`src/rtl/skew_stage_pkg.sv`:
```
// Shared constants and lane-depth helper for the skew stage.
// lane_delay() gives the register depth of one lane for a given geometry.
package skew_stage_pkg;

  localparam int MAX_LANES      = 16;
  localparam int MIN_LANES      = 2;
  localparam int MIN_BASE_DELAY = 1;

  function automatic int lane_delay(
    input int lane,
    input int lanes,
    input int base,
    input int dir
  );
    return (dir == 0) ? base + lane
                      : base + (lanes - 1 - lane);
  endfunction

endpackage

```
`src/rtl/skew_delay_line.sv`:
```
// One lane of the skew stage: enable/flush-capable shift line.
// Ports: i_clk, i_rst (async, high), i_en, i_flush, i_d -> o_q;
// o_next is the value the last stage loads on the next enabled edge.
module skew_delay_line
  import skew_stage_pkg::*;
#(
  parameter int P_WIDTH = 7,
  parameter int P_DEPTH = 1
) (
  input  logic               i_clk,
  input  logic               i_rst,
  input  logic               i_en,
  input  logic               i_flush,
  input  logic [P_WIDTH-1:0] i_d,
  output logic [P_WIDTH-1:0] o_q,
  output logic [P_WIDTH-1:0] o_next
);

  logic [P_WIDTH-1:0] stage [P_DEPTH];

  always_ff @(posedge i_clk or posedge i_rst) begin
    if (i_rst) begin
      for (int i = 0; i < P_DEPTH; i++)
        stage[i] <= '0;
    end else if (i_flush) begin
      for (int i = 0; i < P_DEPTH; i++)
        stage[i] <= '0;
    end else if (i_en) begin
      stage[0] <= i_d;
      for (int i = 1; i < P_DEPTH; i++)
        stage[i] <= stage[i-1];
    end
  end

  assign o_q = stage[P_DEPTH-1];

  if (P_DEPTH == 1) begin : g_d1
    assign o_next = i_d;
  end else begin : g_dn
    assign o_next = stage[P_DEPTH-2];
  end

endmodule

```
`src/rtl/skew_stage.sv`:
```
// Lane skew stage: lane k delayed by lane_delay(k), valid tag per lane.
// Ports: i_clk, i_rst, i_en, i_valid, i_data, [i_flush] ->
// o_data, o_lane_vld, o_primed. i_flush exists with SKEW_STAGE_FLUSH_EN.
module skew_stage
  import skew_stage_pkg::*;
#(
  parameter int P_INPUT_WIDTH = 6,
  parameter int P_LANES       = 4,
  parameter int P_BASE_DELAY  = 1,
  parameter int P_DIR         = 0
) (
  input  logic                             i_clk,
  input  logic                             i_rst,
  input  logic                             i_en,
  input  logic                             i_valid,
  input  logic [P_LANES*P_INPUT_WIDTH-1:0] i_data,
`ifdef SKEW_STAGE_FLUSH_EN
  input  logic                             i_flush,
`endif
  output logic [P_LANES*P_INPUT_WIDTH-1:0] o_data,
  output logic [P_LANES-1:0]               o_lane_vld,
  output logic                             o_primed
);

  localparam int W    = P_INPUT_WIDTH;
  localparam int LONG = (P_DIR == 0) ? P_LANES - 1 : 0;

  if (P_LANES < MIN_LANES || P_LANES > MAX_LANES) begin : g_bad_lanes
    $error("skew_stage: P_LANES out of range");
  end
  if (P_BASE_DELAY < MIN_BASE_DELAY) begin : g_bad_base
    $error("skew_stage: P_BASE_DELAY below minimum");
  end
  if (P_DIR != 0 && P_DIR != 1) begin : g_bad_dir
    $error("skew_stage: P_DIR must be 0 or 1");
  end
  if (P_INPUT_WIDTH < 1) begin : g_bad_width
    $error("skew_stage: P_INPUT_WIDTH must be positive");
  end

  logic flush;
`ifdef SKEW_STAGE_FLUSH_EN
  assign flush = i_flush;
`else
  assign flush = 1'b0;
`endif

  logic long_tag;
  logic primed_q;

  for (genvar k = 0; k < P_LANES; k++) begin : g_lane
    localparam int D =
      lane_delay(k, P_LANES, P_BASE_DELAY, P_DIR);
    // Only the longest lane's look-ahead tag is consumed.
    logic [W:0] nxt_unused;

    skew_delay_line #(
      .P_WIDTH (W + 1),
      .P_DEPTH (D)
    ) u_line (
      .i_clk   (i_clk),
      .i_rst   (i_rst),
      .i_en    (i_en),
      .i_flush (flush),
      .i_d     ({i_valid, i_data[k*W +: W]}),
      .o_q     ({o_lane_vld[k], o_data[k*W +: W]}),
      .o_next  (nxt_unused)
    );

    if (k == LONG) begin : g_long
      assign long_tag = nxt_unused[W];
    end
  end

  // Look-ahead lets o_primed rise on the same edge the
  // longest lane's first valid tag reaches its output.
  always_ff @(posedge i_clk or posedge i_rst) begin
    if (i_rst)
      primed_q <= 1'b0;
    else if (flush)
      primed_q <= 1'b0;
    else if (i_en && long_tag)
      primed_q <= 1'b1;
  end

  assign o_primed = primed_q;

endmodule
```
`config.mk`:
```
export PLATFORM = sky130hd
export DESIGN_NAME = skew_stage
export DESIGN_NICKNAME = d
export VERILOG_FILES = /design/src/rtl/skew_stage_pkg.sv /design/src/rtl/skew_delay_line.sv /design/src/rtl/skew_stage.sv
export SDC_FILE = /design/constraint.sdc
export NUM_CORES = 1
export LEC_CHECK = 0
export CAP_MARGIN = 10
export CORE_MARGIN = 8
export CORE_UTILIZATION = 40
export CTS_CLUSTER_DIAMETER = 100
export DETAILED_ROUTE_END_ITERATION = 8
export GPL_TIMING_DRIVEN = 0
export PLACE_DENSITY = 0.66
export SYNTH_ARGS = -nofsm -noshare
export SYNTH_HDL_FRONTEND = slang
export SYNTH_SLANG_ARGS = --single-unit
```
`constraint.sdc`:
```
create_clock -name i_clk -period 2.5 [get_ports i_clk]
set_clock_uncertainty 0.15 [all_clocks]
set_input_delay 0.625 -clock i_clk [delete_from_list [all_inputs] [get_ports i_clk]]
set_output_delay 0.625 -clock i_clk [all_outputs]
set_load 0.02 [all_outputs]
```
==> flow_metrics.tcl <==
set metrics [dict create \
    finalMaxSlewViolations 0 \
    num_rows 30 \
    cts_setup_buffers 0 \
    fmax_mhz 454.0 \
    dp_cells 290 \
    crit_path_end_kind "output port" \
    initial_utilization_pct 40.71 \
    antenna_left 0 \
    cts_buffers 9 \
    synth.largest_area_cell "dfrtp_1" \
    fin_util_pct 53.50 \
    routabilityCongestion 0.6296 \
    clockBufferDepth 2 \
    hold_path_class "flop to flop" \
    whs_ns 0.3040 \
    status "completed" \
    drtIter0Drc 41 \
    p_int_mw 2.128 \
    path_clk_slew_ns 0.06 \
    track_usage_pct 10.47 \
    tightest_slew_ns 0.5040 \
    power.leakage_nw 1.668 \
    fillers 546 \
    num_vias 1361 \
    tns_ns 0 \
    layout_commonest_cell "dfrtp_1" \
    layout-drive-gt1-share_pct 45.13 \
    grt_max_degree 43 \
    synth.area.top_cells "dfrtp_1 59%, mux2_4 27%, mux2_2 6.2%, buf_4 4.4%, buf_6 2.5%" \
    crit_required_ns 1.73 \
    power.density_nw_per_um2 783.9 \
    setup.worst_path.class "flop to output port" \
    clock_latency_ns 0.33 \
    coreArea_um2 6719 \
    syn_nets 182 \
    avgSynthCellArea_um2 17.76 \
    ctsResizeCount 0 \
    fin_crit_sh_pct 88.11 \
    total_power_mw 2.818 \
    worstPathMaxFanout 4 \
    n_antenna_cell 0 \
    fp.dieH_um 98.69 \
    htreeDepth 3 \
    root_buffer "clkbuf_8" \
    nNetsFinal 249 \
    synth_top_area_share_pct 59.47 \
    cts_tree "built" \
    hold_violations 0 \
    grt_pass1_vias 1619 \
    dieWidth_um 98.69 \
    peakVddDrop_mv 0.3915 \
    ys_seq_area_share_pct 59.47 \
    startpoint_type "flop" \
    ys_types 8 \
    setup_viol 0 \
    dieArea_um2 9740 \
    max_slew_margin_pct 66.35 \
    switchingPower_uw 689.6 \
    fin_ws_ns 0.2971 \
    antenna_found_initial 0 \
    ys_warn_count 0 \
    clock_sinks 65 \
    routed_wl_mm 4.734 \
    port_buffers 55 \
    drc_errors 0 \
    r2r_cells 1 \
    grt_overflow 0 \
    placed_area_um2 3406 \
    max-cap-violations 0 \
    wl_per_cell_um 15.47 \
    drt_first_pass_iters 4 \
    areaGrowthSynthToFinish_pct 31.43 \
    rsz0062_at_grt "no" \
    place_ws_ns 0.6333 \
    grt_first_pass_wirelength_mm 8.086 \
    ys_ff_latch 65 \
    critPathArrivalTime_ns 1.43 \
    stdcell_count 306 \
    period_needed_ns 2.203 \
    ctsHoldBuffers 0 \
    final_cell_area_um2 3595 \
    most-common-layout-cells "65 x dfrtp_1, 55 x clkdlybuf4s50_1, 49 x mux2_4" \
    ioPinCount 57 \
    netlist_area_um2 2735 \
    synth_cells 154 \
    min_path_cells 1 \
    swShare_pct 24.47 \
    p_clk_share_pct 30.0 \
    pwr-share-comb_pct 23.9 \
    p_seq_share_pct 46.1 \
    via_per_inst 4.448 \
    dp_hpwl_mm 3.422 \
]
## worst max-delay path, stage by stage, from the launching register on
cell             delay, ns
dfrtp_1               0.39
buf_4                 0.12
clkdlybuf4s50_1       0.59
## layer usage
layer	GRT usage, %	up-vias	wire [um]	part of all wire (%)
met5	0	-	0	0
met4	3.188	0	31	0.65
met3	5.144	4	303	6.4
met2	16.75	38	2278	48
met1	12.05	672	2120	45
li1	-	647	-	-
## registers in the layout (all words and copies together), names as in the netlist
name	count
g_lane.u_line.o_next	20
g_lane.u_line.o_q	25
g_lane.u_line.stage	19
o_primed	1
## kinds of logic after synthesis
group,synth area share [%]
AO/OA/AOI/OAI,0.2746
buffers and inverters,7.182
flip-flops,59.47
multiplexers,33.07
## synth_stat cells
library cell / number
mux2_2: 15
a21o_1: 1
buf_4: 16
dfrtp_1: 65
buf_6: 6
mux2_4: 49
buf_2: 1
inv_1: 1
## layout make-up
| type | count | area, um^2 | share of cell area, % |
|---|---|---|---|
| Tap cell | 80 | 100.1 | 2.785 |
| Clock buffer | 13 | 148.9 | 4.142 |
| Inverter | 1 | 3.754 | 0.1044 |
| Buffer | 23 | 192.7 | 5.360 |
| Multi-Input combinational cell | 65 | 912.1 | 25.37 |
| Sequential cell | 65 | 1627 | 45.25 |
| Clock inverter | 3 | 40.04 | 1.114 |
| Timing Repair Buffer | 56 | 570.5 | 15.87 |
## worst paths after layout
kind                                                          end  slack, ns                                   start
max                                                 o_lane_vld[2]       0.30  g_lane[3].u_line.o_next[6]$_DFFE_PP0P_
min                                          o_primed$_DFFE_PP0P_       0.30                    o_primed$_DFFE_PP0P_
max reg2reg                g_lane[3].u_line.o_next[6]$_DFFE_PP0P_       1.56  g_lane[3].u_line.o_next[6]$_DFFE_PP0P_
min reg2reg                                  o_primed$_DFFE_PP0P_       0.30                    o_primed$_DFFE_PP0P_
max in group asynchronous  g_lane[3].u_line.o_next[1]$_DFFE_PP0P_       1.12                                   i_rst
min in group asynchronous  g_lane[2].u_line.stage[16]$_DFFE_PP0P_       0.49                                   i_rst
## power by group through the flow
| stage | Clock, mW | Sequential, mW | Combinational, mW |
|---|---|---|---|
| floorplan | 0 | 1.32 | 0.417 |
| global placement | 0 | 1.31 | 0.671 |
| detailed placement | 0 | 1.32 | 0.682 |
| CTS | 0.881 | 1.30 | 0.685 |
| global route | 0.916 | 1.32 | 0.714 |
| finish | 0.847 | 1.30 | 0.673 |
Power figures use the tool's default switching activity.
